$ cat src/rtl/a2d_pkg.sv
// Shared types, constants and command formatting for the ADC128S round-robin scan controller.
package a2d_pkg;

    localparam int NUM_CH_DEF = 8;
    localparam int CH_W       = $clog2(NUM_CH_DEF);
    localparam logic [1:0] ADC_CMD_RD = 2'b00;

    typedef enum logic [1:0] {
        IDLE   = 2'd0,
        SELECT = 2'd1,
        WAIT   = 2'd2,
        GAP    = 2'd3
    } scan_st_t;

    // ADC128S control word: channel address sits in bits [13:11].
    function automatic logic [15:0] mk_cmd(input logic [CH_W-1:0] ch);
        return {ADC_CMD_RD, ch, 11'h000};
    endfunction

endpackage

$ cat src/rtl/a2d_scan_ctrl_if.sv
// Start/complete handshake and data words between the scan controller and SPI_mnrch.
interface a2d_scan_ctrl_if;
    logic        snd;
    logic [15:0] cmd;
    logic        done;
    logic [15:0] resp;

    modport master (output snd, output cmd, input done, input resp);
    modport slave  (input snd, input cmd, output done, output resp);
endinterface

$ cat src/rtl/rr_next_sel.sv
// Wrap-around priority search: first set mask bit strictly after cur, falling back to cur itself.
module rr_next_sel #(
    parameter  int NUM_CH = 8,
    localparam int SEL_W  = $clog2(NUM_CH)
) (
    input  logic [NUM_CH-1:0] mask,
    input  logic [SEL_W-1:0]  cur,
    output logic [SEL_W-1:0]  nxt
);

    // Scan offsets from farthest to nearest so the nearest hit overwrites; offset NUM_CH is cur itself.
    always_comb begin
        logic [SEL_W-1:0] idx_s;
        nxt   = cur;
        idx_s = cur;
        for (int off = NUM_CH; off >= 1; off--) begin
            idx_s = SEL_W'((int'(cur) + off) % NUM_CH);
            nxt   = mask[idx_s] ? idx_s : nxt;
        end
    end

endmodule

$ cat src/rtl/a2d_scan_ctrl.sv
// Round-robin ADC128S scan scheduler; each response is filed under the channel of the previous command.
module a2d_scan_ctrl
    import a2d_pkg::*;
#(
    parameter  int NUM_CH   = NUM_CH_DEF,
    parameter  int PERIOD_W = 16,
    parameter  int DATA_W   = 12,
    localparam int SEL_W    = $clog2(NUM_CH)
) (
    input  logic                     clk,
    input  logic                     rst_n,
    input  logic                     en,
    input  logic [NUM_CH-1:0]        chan_mask,
    input  logic [PERIOD_W-1:0]      gap,
    a2d_scan_ctrl_if.master          spi,
    output logic [NUM_CH*DATA_W-1:0] result,
    output logic [NUM_CH-1:0]        valid,
    output logic                     res_rdy,
    output logic [SEL_W-1:0]         res_ch,
    output logic                     busy
);

    scan_st_t              state_r, state_nxt_s;
    logic [SEL_W-1:0]      cur_ch_r, prev_ch_r, nxt_ch_s;
    logic                  prev_vld_r;
    logic                  done_q_r;
    logic                  done_rise_s;
    logic                  scan_ok_s;
    logic                  gap_zero_s;
    logic [PERIOD_W-1:0]   gap_cnt_r;
    logic                  unused_resp_hi;

    assign done_rise_s    = spi.done & ~done_q_r;
    assign scan_ok_s      = en & (|chan_mask);
    assign gap_zero_s     = (gap_cnt_r == {PERIOD_W{1'b0}});
    assign unused_resp_hi = ^spi.resp[15:DATA_W];

    rr_next_sel #(.NUM_CH(NUM_CH)) u_sel (
        .mask (chan_mask),
        .cur  (cur_ch_r),
        .nxt  (nxt_ch_s)
    );

    // FSM state register.
    always_ff @(posedge clk) begin
        if (!rst_n) begin
            state_r <= IDLE;
        end else begin
            state_r <= state_nxt_s;
        end
    end

    // FSM next-state decode.
    always_comb begin
        state_nxt_s = state_r;
        case (state_r)
            IDLE:    state_nxt_s = scan_ok_s ? SELECT : IDLE;
            SELECT:  state_nxt_s = WAIT;
            WAIT:    state_nxt_s = done_rise_s ? GAP : WAIT;
            GAP: begin
                if (gap_zero_s) begin
                    state_nxt_s = scan_ok_s ? SELECT : IDLE;
                end else begin
                    state_nxt_s = GAP;
                end
            end
            default: state_nxt_s = IDLE;
        endcase
    end

    // Datapath: command issue, response filing, gap timing and pipeline bookkeeping.
    always_ff @(posedge clk) begin
        if (!rst_n) begin
            spi.snd    <= 1'b0;
            spi.cmd    <= 16'h0000;
            result     <= {(NUM_CH*DATA_W){1'b0}};
            valid      <= {NUM_CH{1'b0}};
            res_rdy    <= 1'b0;
            res_ch     <= {SEL_W{1'b0}};
            busy       <= 1'b0;
            cur_ch_r   <= SEL_W'(NUM_CH - 1);
            prev_ch_r  <= {SEL_W{1'b0}};
            prev_vld_r <= 1'b0;
            gap_cnt_r  <= {PERIOD_W{1'b0}};
            done_q_r   <= 1'b0;
        end else begin
            done_q_r <= spi.done;
            spi.snd  <= 1'b0;
            res_rdy  <= 1'b0;
            case (state_r)
                SELECT: begin
                    spi.cmd  <= mk_cmd(CH_W'(nxt_ch_s));
                    spi.snd  <= 1'b1;
                    busy     <= 1'b1;
                    cur_ch_r <= nxt_ch_s;
                end
                WAIT: begin
                    if (done_rise_s) begin
                        busy <= 1'b0;
                        // The ADC answers for the previous command, so file under prev_ch.
                        if (prev_vld_r) begin
                            result[int'(prev_ch_r)*DATA_W +: DATA_W] <= spi.resp[DATA_W-1:0];
                            valid[prev_ch_r] <= 1'b1;
                            res_rdy          <= 1'b1;
                            res_ch           <= prev_ch_r;
                        end
                        prev_ch_r  <= cur_ch_r;
                        prev_vld_r <= 1'b1;
                        gap_cnt_r  <= gap;
                    end
                end
                GAP: begin
                    if (!gap_zero_s) begin
                        gap_cnt_r <= gap_cnt_r - {{(PERIOD_W-1){1'b0}}, 1'b1};
                    end else if (!scan_ok_s) begin
                        prev_vld_r <= 1'b0;
                    end
                end
                default: begin
                end
            endcase
        end
    end

endmodule

$ cat src/flat_wrapper.sv
// flat-port wrapper written by rule: the top's interface ports become plain ports
module a2d_scan_ctrl_flat import a2d_pkg::*;
#(
    parameter  int NUM_CH   = NUM_CH_DEF,
    parameter  int PERIOD_W = 16,
    parameter  int DATA_W   = 12,
    localparam int SEL_W    = $clog2(NUM_CH)
)
  (clk, rst_n, en, chan_mask, gap, result, valid, res_rdy, res_ch, busy, spi_snd, spi_cmd, spi_done, spi_resp);
  a2d_scan_ctrl_if spi_i ();
  input  logic clk;
  input  logic rst_n;
  input  logic en;
  input  logic [NUM_CH-1:0] chan_mask;
  input  logic [PERIOD_W-1:0] gap;
  output logic [NUM_CH*DATA_W-1:0] result;
  output logic [NUM_CH-1:0] valid;
  output logic res_rdy;
  output logic [SEL_W-1:0] res_ch;
  output logic busy;
  output wire logic [$bits(spi_i.snd)-1:0] spi_snd;
  output wire logic [$bits(spi_i.cmd)-1:0] spi_cmd;
  input wire logic [$bits(spi_i.done)-1:0] spi_done;
  input wire logic [$bits(spi_i.resp)-1:0] spi_resp;
  assign spi_snd = spi_i.snd;
  assign spi_cmd = spi_i.cmd;
  assign spi_i.done = spi_done;
  assign spi_i.resp = spi_resp;
  a2d_scan_ctrl #(.NUM_CH(NUM_CH), .PERIOD_W(PERIOD_W), .DATA_W(DATA_W)) u_core (.clk(clk), .rst_n(rst_n), .en(en), .chan_mask(chan_mask), .gap(gap), .spi(spi_i), .result(result), .valid(valid), .res_rdy(res_rdy), .res_ch(res_ch), .busy(busy));
endmodule
$ cat config.mk
export PLATFORM = sky130hd
export DESIGN_NAME = a2d_scan_ctrl_flat
export DESIGN_NICKNAME = d
export VERILOG_FILES = /design/src/rtl/a2d_pkg.sv /design/src/rtl/a2d_scan_ctrl_if.sv /design/src/rtl/rr_next_sel.sv /design/src/rtl/a2d_scan_ctrl.sv /design/src/flat_wrapper.sv
export SDC_FILE = /design/constraint.sdc
export NUM_CORES = 1
export LEC_CHECK = 0
export BUFFER_PORTS_ARGS = -buffer_cell sky130_fd_sc_hd__buf_4
export CORE_ASPECT_RATIO = 0.5
export CORE_UTILIZATION = 35
export CTS_CLUSTER_DIAMETER = 40
export DETAILED_ROUTE_END_ITERATION = 8
export SLEW_MARGIN = 20
export SYNTH_ARGS = -nofsm -noshare
export SYNTH_HDL_FRONTEND = slang
export SYNTH_SLANG_ARGS = --single-unit
$ cat constraint.sdc
create_clock -name clk -period 5.6 [get_ports clk]
set_input_delay 0.28 -clock clk [delete_from_list [all_inputs] [get_ports clk]]
set_output_delay 0.28 -clock clk [all_outputs]
set_load 0.03 [all_outputs]
# After elaboration in Yosys (flattened, before gate mapping)
# Cells that the tools add are included.
# word_totals
ff_bits,139
# op_classes
reduce_logical,12
n_eq_ne,7
bitwise,4
mul,1
muxes,42
shifts,2
magnitude_cmp,10
n_addsub,10
# op_table
cell,count
bitwise mux 96 bit,1
variable shift 12 x 33 -> 96 bit (first input constant),1
variable part select 12 x 33 -> 96 bit,1
less-than comparator 3 x 4 -> 1 bit (second input constant),9
negator 32 -> 33 bit,1
two-way mux 16 bit,2
case mux 16 bit (2 select lines),1
binary-select mux 1 bit (select 3 bit),8
two-way mux 3 bit,8
two-way mux 1 bit,17
logical NOT 16 bit,1
subtractor 16 x 1 -> 16 bit (second input constant),1
adder 3 bit (second input constant),4
AND reduction 3 bit,3
bitwise OR 8 bit,1
case mux 2 bit (4 select lines),1
OR reduction 8 bit,1
adder 3 x 1 -> 3 bit (second input constant),2
adder 3 x 2 -> 3 bit (second input constant),2
multiplier 3 x 2 -> 5 bit (second input constant),1
equality test 2 bit (second input constant),2
inequality test 2 x 1 -> 1 bit (second input constant),2
inequality test 2 bit (second input constant),2
case mux 1 bit (2 select lines),2
other kinds (11),14

# Logic depth before layout (Yosys ltp)
# depth
depth_word,11
mapped_depth,13
depth_no_buf,11

# By module
# A second synthesis with hierarchy kept.
# hier_totals
hier_cells,959
hier_area_um2,8044.0
# by_module_without_submodules
module,cells_each,n_inst,area_per_inst_um2,seq_area_each_um2
a2d_scan_ctrl,861,1,7155.6,2782.7
rr_next_sel,98,1,888.4,0.0

# Worst setup path before layout
# OpenSTA, ideal clock, no wires.
# synth_path
path_type,register -> register
from,register u_core.prev_ch_r[1]
to,register u_core.result[10]
path_slack_ns,2.582
setup_time_ns,0.116
required_time_ns,5.484
arrival_time_ns,2.901
path_stages_with_launch,12
period_less_slack_ns,3.018
cell_sequence,dfxtp_1 > ha_1 > fa_1 > buf_2 > nor3_1 > ha_1 > inv_1 > and4_1 > nand4_1 > a21oi_1 > nand2_1 > o211a_1
# synth_between
elab_chain_cells,4
# synth_rtl
element,line_no,text
"start, declared",a2d_scan_ctrl.sv:24,"logic [SEL_W-1:0] cur_ch_r, prev_ch_r, nxt_ch_s;"
"start signal, assigned",a2d_scan_ctrl.sv:82,prev_ch_r <= {SEL_W{1'b0}};
"start signal, assigned",a2d_scan_ctrl.sv:107,prev_ch_r <= cur_ch_r;
multiplier 3 x 2 -> 5 bit *,a2d_scan_ctrl.sv:102,result[int'(prev_ch_r)*DATA_W +: DATA_W] <= spi.resp[DATA_W-1:0];
negator 32 -> 33 bit *,a2d_scan_ctrl.sv:102,
variable part select 12 x 33 -> 96 bit or variable shift 12 x 33 -> 96 bit (tied branches),a2d_scan_ctrl.sv:102,
bitwise mux 96 bit *,a2d_scan_ctrl.sv:102,
"end signal, assigned",a2d_scan_ctrl.sv:76,result <= {(NUM_CH*DATA_W){1'b0}};
"end signal, assigned by index",a2d_scan_ctrl.sv:102,
"end, declared",a2d_scan_ctrl.sv:16,"output logic [NUM_CH*DATA_W-1:0] result,"
# Every way passes the cells marked *; elsewhere a longest branch is shown, timed or not.
# A chain may end at the register's enable or synchronous reset.

# Worst setup path after layout
# layout_path
from,register u_core.prev_ch_r[1]
to,register u_core.result[31]
# The elaborated chain is that of the path after synthesis.

==> run_results.csv <==
group,metric,value,unit
timing,grt_setup_unrepaired,"no",
die,num_rows,38,
power,report.power.total,3.124,mW
clock_network,maximum_root_to_sink_buffer_count,2,
critical_path,crit_path_start_kind,"flip-flop",
power,vdd.ir_drop.worst,168.1,uV
timing,max_slew.worst_pin.slew,0.8689,ns
critical_path,required,5.91,ns
placement,dpl-instance-area,9313,um2
yosys,synthFlopType,"sky130_fd_sc_hd__dfxtp_1",
power,power.static_leakage,4.106,nW
final_layout,synthToLayoutAreaGrowth,22.95,%
yosys,dominant_combinational_cell_family_by_area_after_synthesis,"simple AND/OR/NAND/NOR gates",
placement,port_buffers,152,
yosys,ys_ff_latch,139,
run_status,status,"completed",
die,design.portCount,170,
clock_network,htreeDepth,4,
min_path,worstHoldPathCells,2,
critical_path,critical_path.top_delay_family,"simple AND/OR/NAND/NOR gates",
yosys,synth_edf_count,0,
critical_path,timing.setup.critical_path_class,"reg -> reg",
critical_path,crit_slowest_cell,"sky130_fd_sc_hd__nor4_1",
clock_network,clock_tree.root_cell,"sky130_fd_sc_hd__clkbuf_16",
timing,min_period_over_period,69.83,%
die,die_width,216.6,um
critical_path,cp_num_buf_inv,2,
final_layout,design_area,9913,um2
routing,drt_drc_violations_left,0,
final_layout,layout.nets,1115,
yosys,postSynth.asyncResetShare,0,%
timing,relative_max_transition_margin,41.79,%
clock_network,cts_made_buffers,17,
yosys,synth_xor_xnor_area_share,1.273,%
critical_path,cpMostUsedCell,"sky130_fd_sc_hd__ha_1",
critical_path,r2r_start,"u_core.prev_ch_r[1]$_SDFFE_PN0P_",
critical_path,cp_cell_sequence,"ha_1, fa_1, xor2_1, nor3_1, ha_1, buf_4, inv_1, nor4_1, nand2_1, mux2i_1, nor2b_1",
timing,timing.final.crit_period,3.910,ns
clock_network,clkSinkCount,139,
yosys,synthMostInstantiatedCell,"sky130_fd_sc_hd__dfxtp_1",
grt,via_count_of_the_first_global_routing_pass,7078,
timing,hold_viol_final,0,
power,powerDensity,315.1,nW/um2
yosys,synthesis.yosys.warnings,0,
grt,number_of_antenna_violations_at_the_first_check_in_global_routing,0,
routing,antenna_violating_nets_post_route,0,
yosys,synth.mux.area_fraction,14.66,%
clock_network,cts.repair.resized,0,
placement,hpwl,17010,um
yosys,synth_top_area_share,34.51,%
routing,final_wl,23640,um
critical_path,worstReg2RegEnd,"u_core.result[31]$_SDFFE_PN0P_",
yosys,synth-compound-area-share,18.78,%
grt,grt_util_all_layers,20.00,%
routing,route.vias.total,7448,
yosys,synthTopCellsByCount,"sky130_fd_sc_hd__dfxtp_1 (139), sky130_fd_sc_hd__nand2_1 (106), sky130_fd_sc_hd__mux2i_1 (83)",
die,chipHeight,109.3,um
critical_path,worst-r2r-setup-slack,1.69,ns
final_layout,num_antenna_cells,0,
clock_network,cts_tree,"done",
critical_path,worstRegToRegCells,11,
clock_network,holdBufCountCts,0,
timing,clock_skew,0.008350,ns
min_path,hp-class,"in -> reg",
routing,detailedRoute.firstIterationViolations,665,
job,drv_cap,0,
yosys,syn-instance-count,947,
routing,drt_pass1_iterations,5,
yosys,synth-seq-area-share,34.51,%
critical_path,timing.critical_path.arrival,4.22,ns
min_path,worstHoldEndpoint,"u_core.done_q_r$_SDFF_PN0_",
grt,globalRouteOverflowTotal,0,
min_path,holdCritStartpoint,"spi_done",
grt,maximum_number_of_pins_on_one_net_before_global_route_repair,77,
timing,holdWs,0.07936,ns
timing,max_clock_freq,255.7,MHz
clock_network,clkLatencyLatePin,0.43,ns
yosys,synth-adder-area-share,2.110,%
yosys,synthTopCellsByArea,"sky130_fd_sc_hd__dfxtp_1 (35%), sky130_fd_sc_hd__mux2i_1 (10%), sky130_fd_sc_hd__nor2b_1 (5.6%)",
routing,routed_via_density,5.433,
yosys,netlist.top_cell.by_area,"sky130_fd_sc_hd__dfxtp_1",
yosys,syn_area,8063,um2
final_layout,finish.utilization,44.84,%
die,initial_core_util,36.47,%
critical_path,critical_path.max_stage_delay,0.78,ns
die,floorplan.die_area,23680,um2
die,design.core.area,22110,um2
clock_network,post_cts_setup_buffer_count,0,
critical_path,crit_fanout,22,
critical_path,timing.critical_path.from,"u_core.prev_ch_r[1]$_SDFFE_PN0P_",
yosys,synth.distinct_cells,74,
critical_path,worst_setup_path_end_kind,"flip-flop",
yosys,post_synth.cell_area_avg,8.514,um2
timing,finalSetupViolCount,0,
timing,max_slew_vio_count,0,
timing,fin_tns_setup,0,ns
clock_network,reg_clk_slew_reported_paths,0.06,ns
yosys,synthSimpleGateAreaFrac,22.97,%
routing,avgRoutedWirePerCell,17.25,um
final_layout,post_route_cells_drive_above_1_share,21.29,%
placement,gpl.final_weighted_congestion,0.8761,
grt,first_pass_grt_wire_length,37380,um
[metrics by stage]
| step | std cells | setup slack, ns |
|---|---|---|
| 2_1_floorplan | 959 | 2.582 |
| 3_3_place_gp | 1339 | 1.862 |
| 3_5_place_dp | 1339 | 1.806 |
| 4_1_cts | 1371 | 1.759 |
| 5_1_grt | 1371 | 1.464 |
| 6_report | 1371 | 1.690 |
[power by group]
group | internal (mW) | total (mW) | leakage [nW] | switching, mW
Clock | 0.704 | 1.16 | 0.277 | 0.459
Sequential | 1.01 | 1.07 | 1.12 | 0.0543
Combinational | 0.348 | 0.896 | 2.71 | 0.547
Total | 2.06 | 3.12 | 4.11 | 1.06
[layout make-up]
| class | instances | area, um2 |
|---|---|---|
| Fill cell | 2195 | 12200 |
| Multi-Input combinational cell | 722 | 4877 |
| Sequential cell | 139 | 2784 |
| Timing Repair Buffer | 162 | 1216 |
| Clock buffer | 19 | 432.9 |
| Tap cell | 300 | 375.4 |
| Clock inverter | 13 | 167.7 |
| Inverter | 16 | 60.06 |
[metal layers]
layer | vias to the layer above | global-route usage [%] | routed length, um
li1 | 3614 | - | -
met1 | 3566 | 26.54 | 10940
met2 | 230 | 32.19 | 11100
met3 | 38 | 4.371 | 1199
met4 | 0 | 7.143 | 403
met5 | - | 0 | 0
[layout by cell type, fill, tap and decap left out, drive strengths merged, types with 8 or more instances in the layout]
| cell | netlist | layout |
|---|---|---|
| nand3 | 40 | 40 |
| nand2 | 106 | 106 |
| mux2i | 85 | 85 |
| nor2 | 58 | 58 |
| buf | 35 | 162 |
| nor2b | 72 | 72 |
| and2 | 11 | 11 |
| conb | 1 | 13 |
| a211oi | 8 | 8 |
| mux4 | 9 | 9 |
| nand2b | 8 | 8 |
| a31oi | 11 | 11 |
| nor4 | 12 | 12 |
| a22oi | 12 | 12 |
| a21oi | 47 | 47 |
| mux2 | 10 | 10 |
| and3 | 8 | 8 |
| dfxtp | 139 | 139 |
| nor3 | 11 | 11 |
| nand4 | 14 | 14 |
| o21ai | 45 | 45 |
| o22ai | 8 | 8 |
| a21boi | 18 | 18 |
| clkbuf | 47 | 19 |
| inv | 15 | 18 |
| ha | 12 | 12 |
| o211a | 12 | 12 |
| a32o | 13 | 13 |
[logic make-up (layout without fill, tap and decap cells)]
group | Yosys count | in the layout
compound gates | 218 | 218
other cells | 1 | 13
buf+inv | 98 | 210
fa+ha+maj | 13 | 13
simple gates | 364 | 364
xor+xnor | 10 | 10
mux | 104 | 104
flops | 139 | 139
[state kept, by name, indices dropped and copies added, names as in the netlist]
signal and cells:
u_core.spi.snd 1, u_core.result 96, u_core.res_ch 3, u_core.spi.cmd 3, u_core.busy 1, u_core.state_r 2
u_core.valid 8, u_core.cur_ch_r 3, u_core.gap_cnt_r 16, u_core.prev_ch_r 3, u_core.done_q_r 1, u_core.res_rdy 1
u_core.prev_vld_r 1
[worst max path at each step]
stage                                      to  slack, ns  depth (start not counted)
2_1_floorplan  u_core.result[10]$_SDFFE_PN0P_       2.58                         11
3_3_place_gp   u_core.result[29]$_SDFFE_PN0P_       1.86                         10
3_5_place_dp   u_core.result[11]$_SDFFE_PN0P_       1.81                         11
4_1_cts        u_core.result[11]$_SDFFE_PN0P_       1.76                         11
5_1_grt        u_core.result[15]$_SDFFE_PN0P_       1.46                         11
6_report       u_core.result[31]$_SDFFE_PN0P_       1.69                         11
No activity file was read; power rests on OpenSTA's default activity.
